<file path="config.mk">
export PLATFORM = sky130hd
export DESIGN_NAME = memory_arbiter
export DESIGN_NICKNAME = d
export VERILOG_FILES = /design/src/rtl/memory_arbiter.sv
export SDC_FILE = /design/constraint.sdc
export NUM_CORES = 1
export LEC_CHECK = 0
export CORE_MARGIN = 5
export CORE_UTILIZATION = 42
export CTS_BUF_LIST = sky130_fd_sc_hd__clkbuf_2 sky130_fd_sc_hd__clkbuf_4 sky130_fd_sc_hd__clkbuf_8
export DETAILED_ROUTE_END_ITERATION = 10
export MAX_ROUTING_LAYER = met4
export PLACE_DENSITY = 0.86
export SLEW_MARGIN = 40
export SYNTH_ARGS = -nofsm -noshare
export SYNTH_HDL_FRONTEND = slang
export SYNTH_SLANG_ARGS = --single-unit
</file>
<file path="constraint.sdc">
create_clock -name CLK -period 5.3 [get_ports CLK]
set_clock_uncertainty 0.2 [all_clocks]
set_input_delay 0.795 -clock CLK [delete_from_list [all_inputs] [get_ports CLK]]
set_output_delay 0.795 -clock CLK [all_outputs]
set_load 0.02 [all_outputs]
</file>
<file path="src/rtl/memory_arbiter.sv">
// memory_arbiter: serializes instruction-fetch and data-access requests onto a
// single RAM port. Data requests win over fetches. Each transaction ends with a
// one-cycle ihit/dhit pulse, and read data is held in iload/dload.
//
// Optional feature macro: ARB_TIMEOUT_EN
//   When defined, a transaction whose RAM never reports ACCESS is aborted after
//   TIMEOUT wait cycles. The pending hit still pulses, the load register gets
//   zero (a write leaves dload alone) and the sticky timeout output is set.
//   When undefined, the arbiter waits indefinitely and has no timeout port.
//
// State   | meaning
// --------+-----------------------------------------------------------
// IDLE    | no transaction; arbitrate live requests, data first
// IFETCH  | instruction read on the RAM port, waiting for ACCESS
// DACCESS | data read or write on the RAM port, waiting for ACCESS
// RESP    | enables low, ihit or dhit high for this one cycle

module memory_arbiter #(
    parameter int unsigned TIMEOUT = 64
) (
    input  logic        CLK,
    input  logic        RST,
    input  logic        imemREN,
    input  logic [31:0] imemaddr,
    output logic [31:0] iload,
    output logic        ihit,
    input  logic        dmemREN,
    input  logic        dmemWEN,
    input  logic [31:0] dmemaddr,
    input  logic [31:0] dmemstore,
    output logic [31:0] dload,
    output logic        dhit,
    output logic        ramREN,
    output logic        ramWEN,
    output logic [31:0] ramaddr,
    output logic [31:0] ramstore,
    input  logic [31:0] ramload,
    input  logic [1:0]  ramstate
`ifdef ARB_TIMEOUT_EN
    ,
    output logic        timeout
`endif
);

    localparam logic [1:0] IDLE    = 2'd0;
    localparam logic [1:0] IFETCH  = 2'd1;
    localparam logic [1:0] DACCESS = 2'd2;
    localparam logic [1:0] RESP    = 2'd3;

    localparam logic [1:0] RAM_FREE   = 2'd0;
    localparam logic [1:0] RAM_BUSY   = 2'd1;
    localparam logic [1:0] RAM_ACCESS = 2'd2;
    localparam logic [1:0] RAM_ERROR  = 2'd3;

    // Reject out-of-range timeouts at elaboration rather than silently wrapping
    // the 10-bit wait counter.
    if (TIMEOUT < 2 || TIMEOUT > 1023) begin : g_bad_timeout
        $error("memory_arbiter: TIMEOUT must be in 2..1023");
    end

    logic [1:0] state;
    logic       is_write;
    logic       waiting;
    logic       ram_ready;
    logic       expire;
    logic       done;

    // ACCESS is the only RAM status that completes a transfer; FREE, BUSY and
    // ERROR all mean keep the request on the port and wait.
    assign waiting   = (state == IFETCH) || (state == DACCESS);
    assign ram_ready = (ramstate == RAM_ACCESS);

`ifdef ARB_TIMEOUT_EN
    localparam logic [9:0] TIMEOUT_LAST = 10'(TIMEOUT - 1);

    logic [9:0] wait_cnt;

    // Abort on the wait cycle where the counter reaches TIMEOUT-1 with no ACCESS,
    // so the transaction spends exactly TIMEOUT cycles waiting.
    assign expire = waiting && !ram_ready && (wait_cnt == TIMEOUT_LAST);

    // Wait-cycle counter: held at zero while idle so every grant starts fresh.
    always_ff @(posedge CLK or posedge RST) begin
        if (RST) begin
            wait_cnt <= '0;
        end else if (!waiting) begin
            wait_cnt <= '0;
        end else if (!ram_ready && !expire) begin
            wait_cnt <= wait_cnt + 10'd1;
        end
    end

    // Sticky abort flag; only reset clears it.
    always_ff @(posedge CLK or posedge RST) begin
        if (RST) begin
            timeout <= 1'b0;
        end else if (expire) begin
            timeout <= 1'b1;
        end
    end
`else
    assign expire = 1'b0;
`endif

    assign done = ram_ready || expire;

    // Arbitration FSM; every output is a register so the RAM and requester see
    // clean, glitch-free signals. Address and store data are captured at grant
    // and held afterwards, so live request inputs do not disturb a transfer.
    always_ff @(posedge CLK or posedge RST) begin
        if (RST) begin
            state    <= IDLE;
            is_write <= 1'b0;
            ihit     <= 1'b0;
            dhit     <= 1'b0;
            ramREN   <= 1'b0;
            ramWEN   <= 1'b0;
            ramaddr  <= '0;
            ramstore <= '0;
            iload    <= '0;
            dload    <= '0;
        end else begin
            ihit <= 1'b0;
            dhit <= 1'b0;
            case (state)
                IDLE: begin
                    if (dmemREN || dmemWEN) begin
                        // A simultaneous read and write request is treated as a write.
                        state    <= DACCESS;
                        is_write <= dmemWEN;
                        ramaddr  <= dmemaddr;
                        ramstore <= dmemstore;
                        ramWEN   <= dmemWEN;
                        ramREN   <= !dmemWEN;
                    end else if (imemREN) begin
                        state    <= IFETCH;
                        is_write <= 1'b0;
                        ramaddr  <= imemaddr;
                        ramREN   <= 1'b1;
                    end
                end
                IFETCH: begin
                    if (done) begin
                        state  <= RESP;
                        ramREN <= 1'b0;
                        ihit   <= 1'b1;
                        iload  <= ram_ready ? ramload : 32'h0;
                    end
                end
                DACCESS: begin
                    if (done) begin
                        state  <= RESP;
                        ramREN <= 1'b0;
                        ramWEN <= 1'b0;
                        dhit   <= 1'b1;
                        if (!is_write) begin
                            dload <= ram_ready ? ramload : 32'h0;
                        end
                    end
                end
                RESP: begin
                    state <= IDLE;
                end
                default: begin
                    state  <= IDLE;
                    ramREN <= 1'b0;
                    ramWEN <= 1'b0;
                end
            endcase
        end
    end

`ifndef SYNTHESIS
    // Structural invariants of the port protocol.
    a_one_hit : assert property (@(posedge CLK) disable iff (RST) !(ihit && dhit));
    a_one_en  : assert property (@(posedge CLK) disable iff (RST) !(ramREN && ramWEN));
    a_hit_len : assert property (@(posedge CLK) disable iff (RST) (ihit || dhit) |=> !(ihit || dhit));
`endif

    // Unused encodings are named for readability of the status decode only.
    logic unused_codes;
    assign unused_codes = ^{RAM_FREE, RAM_BUSY, RAM_ERROR};

endmodule

</file>
==> impl_metrics.toml <==
[layout]
mostFrequentLayoutCell = "clkdlybuf4s50_1"
antennaDiodeCount = 0
multi_input_area_um2 = 1960
drive_above_1_share_pct = 20.3
fillCellCount = 896
area.growth.synth_to_final_pct = 59.4
nets = 793
regArea_um2 = 3380
stdcell_count = 842
final_cell_mix = "clkdlybuf4s50_1, dfrtp_1, mux2_2"

[synthesis]
yosysUniqueCellTypes = 29
syn_avg_cell_area_um2 = 14.4
synth_seq_area_share_pct = 61.2
syn_area_um2 = 5520
synth-seq-cells = 135
yosys.area.top_type = "dfrtp_1"
syn_inst = 384
synth_top_cell_area_share_pct = 61.2
yosysWarnings = 0
syn-num-nets = 524
synthTopCellsByArea = "dfrtp_1, mux2_2, mux2i_1, nand2_1, o21ai_0"

[timing]
worst_slack_ns = 2.83
maxSlewHeadroom_pct = 53.0
fin_setup_tns_ns = 0
period_share_pct = 46.6
whs_ns = 0.280
setup_viol = 0
fmax_ghz = 0.405
tightestPinTransition_ns = 0.705
min_period_ns = 2.47
hold_viol = 0
drv_slew = 0
rsz0062_at_grt = "false"

[power]
pwr-share-seq_pct = 32.9
pwr-share-clk_pct = 19.5
power.leakage_nw = 3.74
intPower_mw = 3.61
power_density_nw_per_um2 = 631
p_sw_share_pct = 35.0
netSwitchingPower_mw = 1.94
comb_power_share_pct = 47.7
max-vdd-ir-drop_uv = 330

[hold_path]
worstHoldPathCells = 2
hp-class = "register to register"
min_from = "ramaddr[24]"
min_to = "ramaddr[24]"

[placed_design]
place.gp.congestion = 0.770
port_buffers = 266
dpl.hpwl_mm = 10.9
dp.cells = 810
place_ws_ns = 2.36

[setup_path]
arrival_ns = 2.54
crit_chain = "clkdlybuf4s50_1, o31ai_4, buf_4, o21ai_0"
crit_slowest_cell = "clkdlybuf4s50_1"
criticalPathCategory = "input port to register"
max_stage_delay_ns = 0.68
startpoint_type = "input port"
required_ns = 5.37
regToRegSetupSlack_ns = 3.03
worstPathMaxFanout = 64
r2r_cells = 6
r2r-end = "dload[5]"
reg2reg_from = "state[0]"
end_kind = "register"

[clock_network]
htreeDepth = 4
post_cts.repair.setup_buffers = 0
path_clk_slew_ns = 0.07
cts_tree = "yes"
clockRootBuffer = "clkbuf_8"
clockBufferDepth = 2
cts_buffers = 17
holdBufCountCts = 0
ctsResizeCount = 0
clk_latency_ns = 0.42
cts_sinks = 135

[grt]
antenna_found_initial = 0
grt_overflow_total = 0
grt.total_usage_pct = 19.2
grt_first_pass_wirelength_mm = 22.9
grt_max_degree = 101
grt_pass1_vias = 4361

[routing]
drt_iter0_markers = 220
ant_nets = 0
wl_per_cell_um = 17.1
first_pass_iters = 4
drc_errors = 0
via_count = 3978
routed_wl_mm = 14.4
routed_via_density = 4.72

[die]
core_um2 = 13100
pin_count = 267
die_w_um = 125
rows = 42
start_util_pct = 42.2
dieArea_um2 = 15500
die_y_um = 125

[status]
status = "finished clean"

[run]
cap_violations = 0
-- worst max-delay path, delay by kind of cell --
family | cells | cell delay [ns]
compound gates | 2 | 0.56
buf+inv | 2 | 1.17
-- layout make-up --
class                   instances  share of cell area, %
well taps                     176                   2.50
inverters                       6                  0.341
clock buffers                  20                   3.05
clock inverters                12                   2.78
flip-flops and latches        135                   38.4
repair buffers                271                   30.7
multi-input cells             222                   22.2
-- registers in the layout, indices dropped and copies added, names as in the netlist, 2 cells and up --
signal	cells
ramaddr	32
dload	32
ramstore	32
state	2
iload	32
-- how the worst max path moves through the flow --
stage	start	end	slack, ns	cells after the start
finish	dmemWEN	ramaddr[27]	2.83	4
global route	dmemWEN	ramaddr[30]	2.70	4
CTS	ramaddr[27]	ramaddr[27]	2.79	1
detailed placement	dmemWEN	ramaddr[22]	2.36	4
global placement	ramstate[1]	dload[10]	2.40	4
floorplan	RST	dhit	0.69	1
-- synth_stat cells --
cell type    n
o21ai_2      1
nand3_1      2
nor2_2       1
mux2_2      92
o22ai_1      1
dfrtp_1    135
or4_1        1
nor4b_4      1
a22o_1       1
a21oi_1      4
mux2i_1     33
o21ai_0     21
ha_1         5
clkbuf_1     1
nand3b_1     2
buf_4       10
nor2_8       1
nor2_1       1
inv_1        6
a2bb2oi_1    1
nand2_1     32
nand2b_1     1
o31ai_4      1
nor2b_1      2
buf_6        7
o21a_1       1
mux2_1       4
o21ai_1     13
buf_2        3
-- power groups by stage --
stage | Clock [mW] | Combinational, mW | Sequential [mW]
2_1_floorplan | 0 | 0.784 | 2.42
3_3_place_gp | 0 | 2.62 | 1.82
3_5_place_dp | 0 | 2.68 | 1.84
4_1_cts | 1.10 | 2.69 | 1.83
5_1_grt | 1.15 | 2.82 | 1.89
6_report | 1.08 | 2.65 | 1.82
-- per-layer routing --
layer	global-route usage, %	vias to the layer above	wire, um
met2	31.5	183	7240
li1	-	1881	-
met5	-	-	0
met3	6.73	34	1180
met1	21.1	1880	5490
met4	9.09	0	501
-- logic make-up after synthesis --
group	share of synthesized area, %
flip-flops	61.2
AND/OR/NAND/NOR	4.08
AO/OA/AOI/OAI	4.55
buffers and inverters	3.53
adder cells (fa/ha/maj)	1.13
multiplexers	25.5
-- through the flow --
step	utilization, %	power (mW)	area, um2
6_report	67.3	5.55	8810
3_5_place_dp	63.3	4.52	8290
4_1_cts	67.3	5.62	8800
2_1_floorplan	-	3.21	5520
5_1_grt	67.3	5.85	8810
3_3_place_gp	63.2	4.44	8270
Power figures use the tool's default switching activity.
